==> src/rtl/alu_div_sequencer.sv <==
`default_nettype none
// +--------------------------------------------------------------------------+
// | Module   : alu_div_sequencer                                             |
// | Brief    : Iterative restoring divider that borrows the shared datapath  |
// |            ALU for every compare/subtract. Optional DIV_SIGNED_EN adds   |
// |            signed division with post-negation steps.                     |
// | Revision : 1.0 - initial release                                         |
// +--------------------------------------------------------------------------+
module alu_div_sequencer #(
    parameter int WIDTH = 32,
    parameter int CNT_W = 6
) (
    input  logic             clk,
    input  logic             rst_n,
    input  logic             start,
`ifdef DIV_SIGNED_EN
    input  logic             signed_op,
`endif
    input  logic [WIDTH-1:0] dividend,
    input  logic [WIDTH-1:0] divisor,
    output logic             busy,
    output logic             done,
    output logic [WIDTH-1:0] quotient,
    output logic [WIDTH-1:0] remainder,
    output logic             div_by_zero,
    output logic [2:0]       alu_control,
    output logic [WIDTH-1:0] alu_a,
    output logic [WIDTH-1:0] alu_b,
    input  logic [WIDTH-1:0] alu_result,
    input  logic             alu_zero
);

    localparam logic [2:0] c_ALU_ADD = 3'b010;
    localparam logic [2:0] c_ALU_SUB = 3'b110;
    localparam logic [2:0] c_ALU_SLT = 3'b111;

    localparam logic [2:0] c_ST_IDLE  = 3'd0;
    localparam logic [2:0] c_ST_SHIFT = 3'd1;
    localparam logic [2:0] c_ST_CMP   = 3'd2;
    localparam logic [2:0] c_ST_SUB   = 3'd3;
    localparam logic [2:0] c_ST_FIN   = 3'd4;
`ifdef DIV_SIGNED_EN
    localparam logic [2:0] c_ST_NEG_Q = 3'd5;
    localparam logic [2:0] c_ST_NEG_R = 3'd6;
`endif

    localparam logic [CNT_W-1:0] c_CNT_INIT = CNT_W'(WIDTH);

    logic [2:0]       r_state, w_state_nxt, w_after_iter;
    logic [WIDTH-1:0] r_rem, w_rem_nxt;
    logic [WIDTH-1:0] r_quo, w_quo_nxt;
    logic [WIDTH-1:0] r_dvs, w_dvs_nxt;
    logic [CNT_W-1:0] r_cnt, w_cnt_nxt;
    logic             r_ovf, w_ovf_nxt;
    logic [WIDTH-1:0] r_quotient, w_quotient_nxt;
    logic [WIDTH-1:0] r_remainder, w_remainder_nxt;
    logic             r_dbz, w_dbz_nxt;
`ifdef DIV_SIGNED_EN
    logic             r_neg_q, w_neg_q_nxt;
    logic             r_neg_r, w_neg_r_nxt;
`endif

    always_ff @(posedge clk or negedge rst_n) begin
        if (!rst_n) begin
            r_state     <= c_ST_IDLE;
            r_rem       <= '0;
            r_quo       <= '0;
            r_dvs       <= '0;
            r_cnt       <= '0;
            r_ovf       <= 1'b0;
            r_quotient  <= '0;
            r_remainder <= '0;
            r_dbz       <= 1'b0;
`ifdef DIV_SIGNED_EN
            r_neg_q     <= 1'b0;
            r_neg_r     <= 1'b0;
`endif
        end else begin
            r_state     <= w_state_nxt;
            r_rem       <= w_rem_nxt;
            r_quo       <= w_quo_nxt;
            r_dvs       <= w_dvs_nxt;
            r_cnt       <= w_cnt_nxt;
            r_ovf       <= w_ovf_nxt;
            r_quotient  <= w_quotient_nxt;
            r_remainder <= w_remainder_nxt;
            r_dbz       <= w_dbz_nxt;
`ifdef DIV_SIGNED_EN
            r_neg_q     <= w_neg_q_nxt;
            r_neg_r     <= w_neg_r_nxt;
`endif
        end
    end

    always_comb begin
        w_state_nxt     = r_state;
        w_rem_nxt       = r_rem;
        w_quo_nxt       = r_quo;
        w_dvs_nxt       = r_dvs;
        w_cnt_nxt       = r_cnt;
        w_ovf_nxt       = r_ovf;
        w_quotient_nxt  = r_quotient;
        w_remainder_nxt = r_remainder;
        w_dbz_nxt       = r_dbz;
        alu_control     = c_ALU_ADD;
        alu_a           = '0;
        alu_b           = '0;
`ifdef DIV_SIGNED_EN
        w_neg_q_nxt     = r_neg_q;
        w_neg_r_nxt     = r_neg_r;
`endif

        // r_cnt was already decremented in SHIFT, so zero here means last bit.
        if (r_cnt != '0)
            w_after_iter = c_ST_SHIFT;
`ifdef DIV_SIGNED_EN
        else if (r_neg_q)
            w_after_iter = c_ST_NEG_Q;
        else if (r_neg_r)
            w_after_iter = c_ST_NEG_R;
`endif
        else
            w_after_iter = c_ST_FIN;

        case (r_state)
            c_ST_IDLE: begin
                if (start) begin
                    if (divisor == '0) begin
                        w_state_nxt     = c_ST_FIN;
                        w_quotient_nxt  = '1;
                        w_remainder_nxt = dividend;
                        w_dbz_nxt       = 1'b1;
                    end else begin
                        w_state_nxt = c_ST_SHIFT;
                        w_rem_nxt   = '0;
                        w_quo_nxt   = dividend;
                        w_dvs_nxt   = divisor;
                        w_cnt_nxt   = c_CNT_INIT;
                        w_ovf_nxt   = 1'b0;
                        w_dbz_nxt   = 1'b0;
`ifdef DIV_SIGNED_EN
                        w_neg_q_nxt = 1'b0;
                        w_neg_r_nxt = 1'b0;
                        if (signed_op) begin
                            w_neg_q_nxt = dividend[WIDTH-1] ^ divisor[WIDTH-1];
                            w_neg_r_nxt = dividend[WIDTH-1];
                            if (dividend[WIDTH-1]) w_quo_nxt = -dividend;
                            if (divisor[WIDTH-1])  w_dvs_nxt = -divisor;
                        end
`endif
                    end
                end
            end
            c_ST_SHIFT: begin
                {w_ovf_nxt, w_rem_nxt, w_quo_nxt} = {r_rem, r_quo, 1'b0};
                w_cnt_nxt   = r_cnt - CNT_W'(1);
                w_state_nxt = c_ST_CMP;
            end
            c_ST_CMP: begin
                alu_control = c_ALU_SLT;
                alu_a       = r_rem;
                alu_b       = r_dvs;
                // A shifted-out bit means the partial remainder exceeds any divisor.
                if (r_ovf || alu_zero)
                    w_state_nxt = c_ST_SUB;
                else
                    w_state_nxt = w_after_iter;
            end
            c_ST_SUB: begin
                alu_control  = c_ALU_SUB;
                alu_a        = r_rem;
                alu_b        = r_dvs;
                w_rem_nxt    = alu_result;
                w_quo_nxt[0] = 1'b1;
                w_state_nxt  = w_after_iter;
            end
`ifdef DIV_SIGNED_EN
            c_ST_NEG_Q: begin
                alu_control = c_ALU_SUB;
                alu_b       = r_quo;
                w_quo_nxt   = alu_result;
                w_state_nxt = r_neg_r ? c_ST_NEG_R : c_ST_FIN;
            end
            c_ST_NEG_R: begin
                alu_control = c_ALU_SUB;
                alu_b       = r_rem;
                w_rem_nxt   = alu_result;
                w_state_nxt = c_ST_FIN;
            end
`endif
            c_ST_FIN: begin
                w_state_nxt = c_ST_IDLE;
            end
            default: begin
                w_state_nxt = c_ST_IDLE;
            end
        endcase

        // Results land on entry to FIN so they are valid while done is high.
        if ((w_state_nxt == c_ST_FIN) && (r_state != c_ST_IDLE) && (r_state != c_ST_FIN)) begin
            w_quotient_nxt  = w_quo_nxt;
            w_remainder_nxt = w_rem_nxt;
        end
    end

    assign busy        = (r_state != c_ST_IDLE) && (r_state != c_ST_FIN);
    assign done        = (r_state == c_ST_FIN);
    assign quotient    = r_quotient;
    assign remainder   = r_remainder;
    assign div_by_zero = r_dbz;

endmodule
`default_nettype wire

==> config.mk <==
export PLATFORM = sky130hd
export DESIGN_NAME = alu_div_sequencer
export DESIGN_NICKNAME = d
export VERILOG_FILES = /design/src/rtl/alu_div_sequencer.sv
export SDC_FILE = /design/constraint.sdc
export NUM_CORES = 1
export LEC_CHECK = 0
export CORE_UTILIZATION = 35
export DETAILED_ROUTE_END_ITERATION = 12
export GPL_ROUTABILITY_DRIVEN = 0
export GPL_TIMING_DRIVEN = 0
export SETUP_SLACK_MARGIN = 0.3
export SLEW_MARGIN = 0
export SYNTH_ARGS = -nofsm -noshare
export SYNTH_HDL_FRONTEND = slang
export SYNTH_SLANG_ARGS = --single-unit
==> constraint.sdc <==
create_clock -name clk -period 2.3 [get_ports clk]
set_input_delay 0.345 -clock clk [delete_from_list [all_inputs] [get_ports clk]]
set_output_delay 0.345 -clock clk [all_outputs]
set_load 0.05 [all_outputs]
==> run metrics <==
top_reg_cell synth sky130_fd_sc_hd__dfrtp_1; number of global-route vias before repair 7146; register share of total power 0.271; sequential element share of the synthesized area 0.525; reg2reg end r_dvs[13]; EDFF count, synth 0; relative slew slack 0.584; arrival time at the worst endpoint 1.81 ns; leading cell type in the layout, fill and taps excluded sky130_fd_sc_hd__dfrtp_1; worst clock skew 0.0113 ns; DIE WIDTH 155 um; via total after detailed routing 6940; endpoint type of the worst setup path output port; synthesis-stage register bit count 171; antenna violations before repair 0; clock tree from TritonCTS yes; Min-Delay Path Class input port to register; R2R setup slack 0.39 ns; floorplan die area 23900 um2; start point of the worst hold path divisor[0]; ys async rst share 1.00; global-route wire length before repair 42.4 mm; kind of launch point of the worst setup path register; run status finished, final reports clean; number of nets produced by synthesis 860; top-level port count 234; worst hold margin 0.211 ns; Buf+Inv Stages, Crit Path 5; count of distinct cell types in the synthesized netlist 42; clock net sink count 171; maximum operating frequency 0.464 GHz; hold worst-path end r_dvs[0]; count of antenna-violating nets left after detailed routing 0; final count of pins violating max slew 0; delay-heaviest family, CP buffers and inverters; clock power share 0.145; Sw Pwr 9.21 mW; Detailed Route Iter0 Violations 407; Worst Reg-to-Reg Cells 7; category of the most critical setup path register to output port; worst-case clock buffer depth 2; Placed Cells 1305; total grt overflow 0; Critical Path Most Common Cell sky130_fd_sc_hd__buf_6; switching part of the total 0.462; initial cell density of the core 0.358; routed wire length 27.2 mm; final total power 19.9 mW; minimum period implied by the final worst setup slack 2.16 ns; clock tree root buffer cell sky130_fd_sc_hd__clkbuf_16; synthesized area per cell 10.7 um2; leading cell types in the layout, fill and taps excluded 170 x sky130_fd_sc_hd__dfrtp_1, 112 x sky130_fd_sc_hd__nand2_1, 102 x sky130_fd_sc_hd__clkdlybuf4s50_1; ordered cell list for the critical path buf_6, nor2b_4, buf_6, clkbuf_16, clkbuf_8, and2_4, buf_8; worst r2r src r_state[1]; HPWL after detailed placement 20.0 mm; Power per Cell Area 1600 nW/um2; unrepaired setup endpoints after global routing true; Data required, critical path 1.96 ns; cell with the largest stage delay on the worst path sky130_fd_sc_hd__dfrtp_1; Clock Latency Late Sink 0.44 ns; combinational power share 0.584; TritonCTS buffer count 17; # port buffers 232; actual slew at the worst max-slew pin 0.624 ns; DRC violation count after routing 0; static leakage 6.34 nW; fin nets 1139; height of the die 155 um; maximum number of pins on one net before global-route repair 97; Row Count 55; count of endpoints failing setup in the final report 0; placeable core area 22800 um2; n_diodes 0; depth of the worst hold-timing path 2; # Max-Cap Violations 0; Peak supply drop 703 uV; top fanout value on the critical path 8; fraction of final layout cells sized beyond drive strength 1 0.271; Mapped Cells 759; Via-to-Cell Ratio 5.09; post-layout util 0.548; cell-internal power 10.7 mW; count of non-filler cells in the finished layout 1364; depth of the CTS H-tree 4; final routed wire length divided by cell count 20.0 um; yosys synthesis warning count 0; area added between synthesis and finish 52.9%; Slowest Stage Delay on Critical Path 0.39 ns; number of failing hold endpoints at the final stage 0; fill cell total of the finished layout 2013; 1st-pass router iterations 5; Mapped Area 8160 um2; combined global-route utilization of all metal layers 0.234; final cycle utilization of the critical path 0.938; clock transition at the registers of the reported paths 0.07 ns
kinds of logic after synthesis:
kind of cell             count (synthesis)  share of synthesized area
other                                    1                   0.000460
AND/OR/NAND/NOR                        275                      0.161
adder cells (fa/ha/maj)                  1                    0.00153
AO/OA/AOI/OAI                          175                      0.177
flip-flops                             171                      0.525
multiplexers                            65                     0.0894
XOR/XNOR                                 4                    0.00430
buffers and inverters                   67                     0.0417
worst reg2reg max path, cell delays in order, from the launching register on:
cell                      delay [ns]
sky130_fd_sc_hd__dfrtp_1        0.39
sky130_fd_sc_hd__buf_4          0.14
sky130_fd_sc_hd__nor2_1         0.18
sky130_fd_sc_hd__and3_2         0.26
sky130_fd_sc_hd__and2_4         0.15
sky130_fd_sc_hd__buf_8          0.15
sky130_fd_sc_hd__buf_6          0.18
sky130_fd_sc_hd__mux2_2         0.35
sequential cells by signal (all words and copies together) (netlist names):
signal,flops
div_by_zero,1
quotient,32
r_cnt,6
r_dvs,32
r_ovf,1
r_quo,32
r_rem,32
r_state,3
remainder,32
through the flow:
stage	cell area (um2)	TNS (ns)	setup slack (ns)
after global routing	12500	0	0.0861
final	12500	0	0.143
after global placement	10900	-1227.07	-6.59
after floorplan	8210	0	0.283
after detailed placement	11000	-104.61	-1.11
after CTS	12200	0	0.126
final cells by class:
cell class                 instances  area, um2  share of cell area
clock buffer                      18        439              0.0352
clock inverter                    14        145              0.0116
timing repair buffer             260       2900               0.232
tap                              313        392              0.0314
inverter                           5       22.5             0.00181
sequential                       171       4280               0.343
buffer                            62        531              0.0425
multi-input combinational        521       3770               0.302
how the worst max path moves through the flow:
stage | from | to | slack (ns) | cells after the start
finish | r_state[1] | alu_a[13] | 0.14 | 7
global route | r_state[1] | alu_a[13] | 0.09 | 7
CTS | r_state[1] | alu_a[12] | 0.13 | 7
detailed placement | r_state[1] | alu_a[11] | -1.11 | 6
global placement | rst_n | quotient[1] | -6.59 | 1
floorplan | r_state[1] | alu_a[24] | 0.28 | 4
Yosys cell counts (2+ instances only):
cell,count,area [um2]
sky130_fd_sc_hd__a221o_1,31,310
sky130_fd_sc_hd__or2_2,2,12.5
sky130_fd_sc_hd__xor2_1,3,26.3
sky130_fd_sc_hd__nor2_1,38,143
sky130_fd_sc_hd__mux2_1,3,33.8
sky130_fd_sc_hd__nor3_1,2,10.0
sky130_fd_sc_hd__mux2_4,10,150
sky130_fd_sc_hd__and3_1,7,43.8
sky130_fd_sc_hd__buf_2,20,100
sky130_fd_sc_hd__nand2_2,2,12.5
sky130_fd_sc_hd__mux2i_1,32,320
sky130_fd_sc_hd__dfrtp_1,171,4280
sky130_fd_sc_hd__and4_1,2,17.5
sky130_fd_sc_hd__o22a_1,35,307
sky130_fd_sc_hd__o21a_1,4,30.0
sky130_fd_sc_hd__clkbuf_1,29,109
sky130_fd_sc_hd__nand3_1,32,160
sky130_fd_sc_hd__inv_1,5,18.8
sky130_fd_sc_hd__a31oi_1,29,181
sky130_fd_sc_hd__nand2_1,112,420
sky130_fd_sc_hd__nor4_1,8,50.1
sky130_fd_sc_hd__mux2_2,20,225
sky130_fd_sc_hd__a21o_1,37,278
sky130_fd_sc_hd__and2_1,65,407
sky130_fd_sc_hd__buf_1,4,15.0
sky130_fd_sc_hd__o2bb2ai_1,33,289
sky130_fd_sc_hd__buf_6,8,90.1
metal layers:
metal,track usage,up-vias,wire [um]
met5,0,-,0
met4,0.0712,0,483
met3,0.0375,28,1210
met2,0.362,206,12500
met1,0.337,3416,13000
li1,-,3290,-
repair_timing:
item	in CTS	in global routing
gates resized for setup	643	78
cloned	5	0
endpoints found under the hold margin	75	0
hold buffers	1	0
endpoints found under the setup margin	244	246
pin swaps	18	12
buffers inserted	9	12
power groups by stage:
| stage | sequential [mW] | combinational, mW | clock (mW) |
|---|---|---|---|
| 6_report | 5.40 | 11.6 | 2.89 |
| 5_1_grt | 5.57 | 12.3 | 3.06 |
| 4_1_cts | 5.38 | 11.5 | 2.94 |
| 3_5_place_dp | 5.41 | 10.4 | 0 |
| 3_3_place_gp | 5.40 | 10.3 | 0 |
| 2_1_floorplan | 6.85 | 5.38 | 0 |
Power figures use the tool's default switching activity.
